--- config.mk ---
export PLATFORM = sky130hd
export DESIGN_NAME = mips_mc_control
export DESIGN_NICKNAME = d
export VERILOG_FILES = /design/src/rtl/mips_mc_control.sv
export SDC_FILE = /design/constraint.sdc
export NUM_CORES = 1
export LEC_CHECK = 0
export CORE_MARGIN = 5
export CORE_UTILIZATION = 39
export DETAILED_ROUTE_END_ITERATION = 8
export GPL_ROUTABILITY_DRIVEN = 0
export PLACE_DENSITY = 0.75
export SLEW_MARGIN = 20
export SYNTH_ARGS = -nofsm -noshare
export SYNTH_HDL_FRONTEND = slang
export SYNTH_SLANG_ARGS = --single-unit
--- constraint.sdc ---
create_clock -name clk -period 2 [get_ports clk]
set_input_delay 0.2 -clock clk [delete_from_list [all_inputs] [get_ports clk]]
set_output_delay 0.2 -clock clk [all_outputs]
set_load 0.05 [all_outputs]
--- src/rtl/mips_mc_control.sv ---
`default_nettype none
// ============================================================================
//  Module      : mips_mc_control
//  Description : Multicycle control unit for the MIPS execution unit.
//                Decodes the 6-bit opcode and sequences one instruction over
//                3-5 cycles. It drives the datapath controls RegDst, ALUSrc,
//                ALUOp, RegWrite and MemtoReg. It also drives the fetch,
//                memory-handshake and PC-update strobes around them.
//
//  Ports       : clk       - rising-edge clock
//                reset     - synchronous, active-high reset
//                Opcode    - Instruction[31:26] from the instruction register
//                Zero      - ALU zero flag from the EU (resolves beq)
//                MemReady  - RAM completion for the current read/write
//                RegDst .. PCSrc  - datapath / memory / PC control strobes
//                InstrDone - one-cycle pulse in the last state of each instr
//                Illegal   - sticky, unsupported opcode seen
//                Timeout   - sticky, memory wait exceeded TIMEOUT cycles
//                State     - current state encoding (debug)
//
//  Parameters  : TIMEOUT   - max consecutive MemReady=0 cycles in a memory
//                            state (0..255, 0 = wait forever)
//
//  Revision    : 1.0 - initial release
// ============================================================================
module mips_mc_control #(
    parameter int TIMEOUT = 16
) (
    input  logic       clk,
    input  logic       reset,
    input  logic [5:0] Opcode,
    input  logic       Zero,
    input  logic       MemReady,
    output logic       RegDst,
    output logic       ALUSrc,
    output logic [1:0] ALUOp,
    output logic       RegWrite,
    output logic       MemtoReg,
    output logic       MemRead,
    output logic       MemWrite,
    output logic       IRWrite,
    output logic       MDRWrite,
    output logic       PCWrite,
    output logic       PCSrc,
    output logic       InstrDone,
    output logic       Illegal,
    output logic       Timeout,
    output logic [3:0] State
);

    // ------------------------------------------------------------------------
    // Constants
    // ------------------------------------------------------------------------
    localparam logic [5:0] c_OP_RTYPE = 6'b000000;
    localparam logic [5:0] c_OP_LW    = 6'b100011;
    localparam logic [5:0] c_OP_SW    = 6'b101011;
    localparam logic [5:0] c_OP_BEQ   = 6'b000100;

    localparam logic [1:0] c_ALU_ADD   = 2'b00;
    localparam logic [1:0] c_ALU_SUB   = 2'b01;
    localparam logic [1:0] c_ALU_FUNCT = 2'b10;

    // Value the wait counter holds on the last permitted waiting cycle.
    // Only meaningful when the timeout is enabled.
    localparam logic       c_TO_EN     = (TIMEOUT != 0);
    localparam logic [7:0] c_WAIT_LAST = 8'(TIMEOUT - 1);

    typedef enum logic [3:0] {
        S_IDLE   = 4'd0,
        S_FETCH  = 4'd1,
        S_DECODE = 4'd2,
        S_EXEC_R = 4'd3,
        S_WB_R   = 4'd4,
        S_ADDR   = 4'd5,
        S_MEM_RD = 4'd6,
        S_WB_LW  = 4'd7,
        S_MEM_WR = 4'd8,
        S_BRANCH = 4'd9,
        S_HALT   = 4'd15
    } state_t;

    // ------------------------------------------------------------------------
    // State
    // ------------------------------------------------------------------------
    state_t     state_q;
    logic [7:0] wait_cnt_q;
    logic       illegal_q;
    logic       timeout_q;

    // True when one more MemReady=0 cycle would exceed the allowed wait.
    logic       mem_wait_expired;

    assign mem_wait_expired = c_TO_EN && (wait_cnt_q == c_WAIT_LAST);

    // ------------------------------------------------------------------------
    // Sequencer: state, memory wait counter and sticky error flags.
    // The wait counter defaults to zero every cycle and only counts up while
    // a memory state keeps waiting. A state is therefore always entered with
    // a cleared counter.
    // ------------------------------------------------------------------------
    always_ff @(posedge clk) begin
        if (reset) begin
            state_q    <= S_IDLE;
            wait_cnt_q <= 8'd0;
            illegal_q  <= 1'b0;
            timeout_q  <= 1'b0;
        end else begin
            wait_cnt_q <= 8'd0;
            case (state_q)
                S_IDLE: begin
                    state_q <= S_FETCH;
                end

                S_FETCH, S_MEM_RD, S_MEM_WR: begin
                    if (MemReady) begin
                        case (state_q)
                            S_FETCH:  state_q <= S_DECODE;
                            S_MEM_RD: state_q <= S_WB_LW;
                            default:  state_q <= S_FETCH;
                        endcase
                    end else if (mem_wait_expired) begin
                        state_q   <= S_HALT;
                        timeout_q <= 1'b1;
                    end else begin
                        wait_cnt_q <= wait_cnt_q + 8'd1;
                    end
                end

                S_DECODE: begin
                    case (Opcode)
                        c_OP_RTYPE:      state_q <= S_EXEC_R;
                        c_OP_LW, c_OP_SW: state_q <= S_ADDR;
                        c_OP_BEQ:        state_q <= S_BRANCH;
                        default: begin
                            state_q   <= S_HALT;
                            illegal_q <= 1'b1;
                        end
                    endcase
                end

                S_EXEC_R: begin
                    state_q <= S_WB_R;
                end

                S_WB_R, S_WB_LW, S_BRANCH: begin
                    state_q <= S_FETCH;
                end

                // Opcode is re-sampled here to pick the memory direction.
                // An opcode that is no longer lw/sw cannot be completed.
                S_ADDR: begin
                    case (Opcode)
                        c_OP_LW: state_q <= S_MEM_RD;
                        c_OP_SW: state_q <= S_MEM_WR;
                        default: begin
                            state_q   <= S_HALT;
                            illegal_q <= 1'b1;
                        end
                    endcase
                end

                S_HALT: begin
                    state_q <= S_HALT;
                end

                // Unused encodings park safely in HALT.
                default: begin
                    state_q <= S_HALT;
                end
            endcase
        end
    end

    // ------------------------------------------------------------------------
    // Output decode (Moore). Outputs are decoded from the state register.
    // The memory-completion strobes (IRWrite/PCWrite in FETCH, MDRWrite,
    // InstrDone in MEM_WR) and the branch PCWrite also qualify on
    // MemReady/Zero in the same cycle.
    // ------------------------------------------------------------------------
    always_comb begin
        RegDst    = 1'b0;
        ALUSrc    = 1'b0;
        ALUOp     = c_ALU_ADD;
        RegWrite  = 1'b0;
        MemtoReg  = 1'b0;
        MemRead   = 1'b0;
        MemWrite  = 1'b0;
        IRWrite   = 1'b0;
        MDRWrite  = 1'b0;
        PCWrite   = 1'b0;
        PCSrc     = 1'b0;
        InstrDone = 1'b0;

        case (state_q)
            S_FETCH: begin
                MemRead = 1'b1;
                IRWrite = MemReady;
                PCWrite = MemReady;
            end
            S_EXEC_R: begin
                ALUOp = c_ALU_FUNCT;
            end
            S_WB_R: begin
                RegDst    = 1'b1;
                ALUOp     = c_ALU_FUNCT;
                RegWrite  = 1'b1;
                InstrDone = 1'b1;
            end
            S_ADDR: begin
                ALUSrc = 1'b1;
            end
            S_MEM_RD: begin
                ALUSrc   = 1'b1;
                MemRead  = 1'b1;
                MDRWrite = MemReady;
            end
            S_WB_LW: begin
                ALUSrc    = 1'b1;
                MemtoReg  = 1'b1;
                RegWrite  = 1'b1;
                InstrDone = 1'b1;
            end
            S_MEM_WR: begin
                ALUSrc    = 1'b1;
                MemWrite  = 1'b1;
                InstrDone = MemReady;
            end
            S_BRANCH: begin
                ALUOp     = c_ALU_SUB;
                PCSrc     = 1'b1;
                PCWrite   = Zero;
                InstrDone = 1'b1;
            end
            default: begin
                // IDLE, DECODE, HALT and unused encodings: everything low.
            end
        endcase
    end

    assign Illegal = illegal_q;
    assign Timeout = timeout_q;
    assign State   = state_q;

endmodule
`default_nettype wire
Yosys cells after proc, flatten, opt, wreduce, memory -nomap -nowiden
Cells that the tools add are included.
Cells by class
  bitwise logic cells: 2
  muxes and demuxes: 21
  equality and inequality tests: 16
  reduce and logical (&&, ||, !) cells: 15
  add/sub/neg operators: 1
Operator list (number)
  4-bit case mux with 5 select lines: 1
  4-bit by 3-bit equality test with 1-bit output, second input constant: 4
  4-bit OR reduction: 4
  6-bit equality test, second input constant: 2
  4-bit case mux with 3 select lines: 1
  1-bit 2-to-1 mux: 11
  8-bit by 1-bit adder with 8-bit output, second input constant: 1
  4-bit by 2-bit equality test with 1-bit output, second input constant: 2
  4-bit equality test, second input constant: 2
  8-bit by 4-bit equality test with 1-bit output, second input constant: 1
  4-bit 2-to-1 mux: 2
  4-bit case mux with 2 select lines: 1
  2-bit OR reduction: 4
  6-bit by 3-bit equality test with 1-bit output, second input constant: 1
  6-bit logical NOT: 1
  1-bit case mux with 2 select lines: 3
  3-bit case mux with 2 select lines: 1
  3-bit AND reduction: 2
  3-bit OR reduction: 2
  4-bit by 1-bit equality test with 1-bit output, second input constant: 1
  4-bit logical NOT: 1
  2-bit != test, second input constant: 2
  2-bit case mux with 2 select lines: 1
  3-bit != test, second input constant: 1
  2 further kinds: 3
Word-level totals
  bits in registers: 14
  word-level logic and storage cells: 59
  output and inout port bits: 19
  input port bits: 10

Longest topological paths before layout
  depth after elaboration: 4
  mapped depth: 6

Least setup slack after synthesis
Ideal clock, no wire load.
  path kind: register -> output
  from: register state_q[1] (netlist: State[1])
  to: output RegWrite
  stages on the path, launching flop included: 6
  data required time: 1.800 ns
  slack: -0.718 ns
  data arrival time: 2.518 ns
  path through: dfxtp_1 > clkbuf_1 > inv_1 > nand2_1 > nor3_1 > nand2b_1
On the way
  longest elaborated chain between the ends: 3
  elaborated cells on any way between the ends: 4
  those cells by class: eq/ne (2); mux (1); reduce/logical (1)
Ends and longest elaborated chain
  start, declared: RTL line 85  | state_t state_q;
  start signal, assigned: RTL line 103  | state_q <= S_IDLE;
  start signal, assigned: RTL line 111  | state_q <= S_FETCH;
  start signal, assigned: RTL line 117  | S_FETCH: state_q <= S_DECODE;
  4-bit by 3-bit equality test with 1-bit output: RTL line 194  | case (state_q)
  2-bit OR reduction (no line) *
  1-bit 2-to-1 mux *: RTL line 194
  end, declared: RTL line 37  | output logic RegWrite,
Every way passes the cells marked *; elsewhere a longest branch is shown, timed or not.

Worst setup path after layout
  from: register state_q[3] (netlist: State[3])
  to: register wait_cnt_q[6]
On the way
  longest elaborated chain between the ends: 4
  elaborated cells on any way between the ends: 6
  those cells by class: eq/ne (3); bitwise (1); reduce/logical (2)
Ends and longest elaborated chain
  4-bit equality test, or another cell as far along: RTL line 109  | case (state_q)
  3-bit OR reduction *: RTL line 109
  1-bit NOT (no line) *
  4-bit OR reduction (no line) *
  end signal, assigned: RTL line 125  | wait_cnt_q <= wait_cnt_q + 8'd1;
  end, declared: RTL line 86  | logic [7:0] wait_cnt_q;
Marked as above.
A chain may end at the register's enable or synchronous reset.

==> impl_results.md <==
- N_diodes: 0
- CTS H-Tree Depth: 1
- Vias in the first global route: 918
- CTS tree: built
- Mapped Nets: 126
- Final worst path period share: 95.4%
- CP required: 2.21 ns
- Bufs on Longest Clock Path: 2
- Post_cts resized: 0
- Wire per inst: 13.2 um
- FF+latch count, synth: 14
- Setup Fix Bufs, Post-CTS: 0
- Final WL: 2.33 mm
- M1 wire length: 1.03 mm
- Max Used Layer: met3
- Global-route wire length before repair: 4.04 mm
- IO Count: 29
- Synth warn: 0
- Die H: 57.5 um
- Maximum clock frequency: 524 MHz
- Detailed Place HPWL: 1.88 mm
- Post-DRT Antenna Nets: 0
- Vias/cell: 5.30
- Floorplan core area: 2190 sq um
- 1st-pass router iterations: 4
- Die Width: 57.5 um
- WP data arrival: 2.11 ns
- Largest net degree at the start of global routing: 18
- GR Overflow Total: 0
- Via Count: 932
- Metal2 WL: 1.22 mm
- Mean Syn Cell Area: 7.65 sq um
- Commonest cells in the netlist: dfxtp_1 (14), nor2_1 (13), nand2_1 (12), inv_1 (7), nor2_2 (7)
- Most frequent cell after synthesis: dfxtp_1
- Cts hold-fix bufs: 0
- Setup CP Type: flop to flop
- Layout area overhead: 54.6%
- Number of max-cap violations: 0
- RSZ-0062 raised after global routing: no
- R2R Setup Slk: 0.09 ns
- Fin nets: 160
- Layout cells sized above 1: 29.7%
- Least-Margin Pin Slew: 0.514 ns
- Startpoint types: flop
- DRT iter0 DRCs: 19
- Worst-Skew Late Latency: 0.27 ns
- Post-DP Area: 1320 sq um
- DIE AREA: 3310 sq um
- Rows: 17
- Initial antenna violation count: 0
- Fin area: 1360 sq um
- Hold Slack: 0.477 ns
- Largest cells by area after synthesis: dfxtp_1 (32%), nor2_1 (5.5%), nand2_1 (5.1%)
- Setup TNS Final: 0 ns
- Synthesized area: 880 sq um
- Worst VDD drop: 1010 uV
- Type of the most critical hold path: flop to flop
- Root Buffer: clkbuf_4
- Slew headroom: 65.6%
- Post-synth EDFFs: 0
- Fin. Hold Viols: 0
- Clk slew on worst S/H paths: 0.08 ns
- FFs w/ async S/R, synth: 0%
- Sequential fraction of the synthesis area: 31.9%
- Routed wl met3: 77 um
- Max FO, Critical Path: 8
- Post-Place Setup Slack: 0.109 ns
- CTS buffer count: 3
- Register Area: 285 sq um
- Clock Skew: 0.00128 ns
- Status: finished, final reports clean
- # port buffers: 28
- Tmin final: 1.91 ns
- Finished Layout Cells: 176
- Fill cells: 193
- Static leakage: 0.000526 uW
- Top_reg_cell synth: dfxtp_1
- Worst Slack Setup Final: 0.0920 ns
- Crit end category: flop
- Synth top area share: 31.9%
- PwrDens: 1330 nW/um^2
- GR Util All Layers: 15.0%
- DP Cell Count: 172
- Clock Sinks: 14
- Footprint of the multi-input gates: 557 sq um
- Final setup vio count: 0
- Dominant cell type by area after synthesis: dfxtp_1
- Count of cell types in the netlist: 38
- Slew Viols, Final: 0
- Starting Density: 40.1%
- DRC: 0
- Post-synthesis cell count: 115
report_power, final:
part	total (uW)	internal [uW]	leakage (uW)	switching, uW
Combinational	1250	497	0.000389	753
Clock	194	110	0.0000210	83.3
Sequential	362	326	0.000115	36.2
Total	1810	934	0.000526	873
flip-flops by register name, indices dropped and copies added (netlist names):
name and count:
wait_cnt_q 8, State 4, Illegal 1, Timeout 1
metal layers:
metal,track usage (%),up-vias
met5,0,-
met4,2.98,0
met3,3.17,0
met2,27.6,20
met1,17.6,438
li1,-,474
critical path, cell delays in order, from the launching register on:
cell and delay, ns:
dfxtp_2 0.35, or4b_4 0.58, a31o_1 0.24, or3_1 0.50
nor2_2 0.18
layout by cell type (no fill, tap or decap), drive strengths merged, types with 5 or more instances in the layout:
master         synthesis  routed
o21ai                  5       5
dfxtp                 14      14
clkdlybuf4s50          0      15
inv                    7       7
buf                    3      21
a21oi                  5       5
nor3                   6       6
nor2                  21      21
nand2                 12      12
cells by family after synthesis:
logic type	Yosys count	synth area share [%]
flops	14	31.9
fa+ha+maj	1	1.42
buf+inv	14	8.11
compound gates	24	17.8
xor+xnor	6	5.97
simple gates	56	34.9
path summary, 6_finish.rpt:
kind | from | endpoint | cells past startpoint
worst max-delay path | State[3]$_SDFFE_PP0P_ | wait_cnt_q[6]$_SDFF_PP0_ | 4
worst min-delay path | wait_cnt_q[0]$_SDFF_PP0_ | wait_cnt_q[0]$_SDFF_PP0_ | 1
worst max register to register | State[3]$_SDFFE_PP0P_ | wait_cnt_q[6]$_SDFF_PP0_ | 4
worst min register to register | wait_cnt_q[0]$_SDFF_PP0_ | wait_cnt_q[0]$_SDFF_PP0_ | 1
final cells by class:
type / instances / area share, %
Multi-Input combinational cell: 87 / 40.9
Timing Repair Buffer: 36 / 30.9
Sequential cell: 14 / 21.0
Clock buffer: 4 / 2.67
Tap cell: 28 / 2.58
Inverter: 7 / 1.93
stage by stage:
stage | total power, uW | util (%)
2_1_floorplan | 1150 | -
3_3_place_gp | 1600 | 60.4
3_5_place_dp | 1620 | 60.4
4_1_cts | 1820 | 62.1
5_1_grt | 1910 | 62.1
6_report | 1810 | 62.1
No activity file was read; power rests on OpenSTA's default activity.
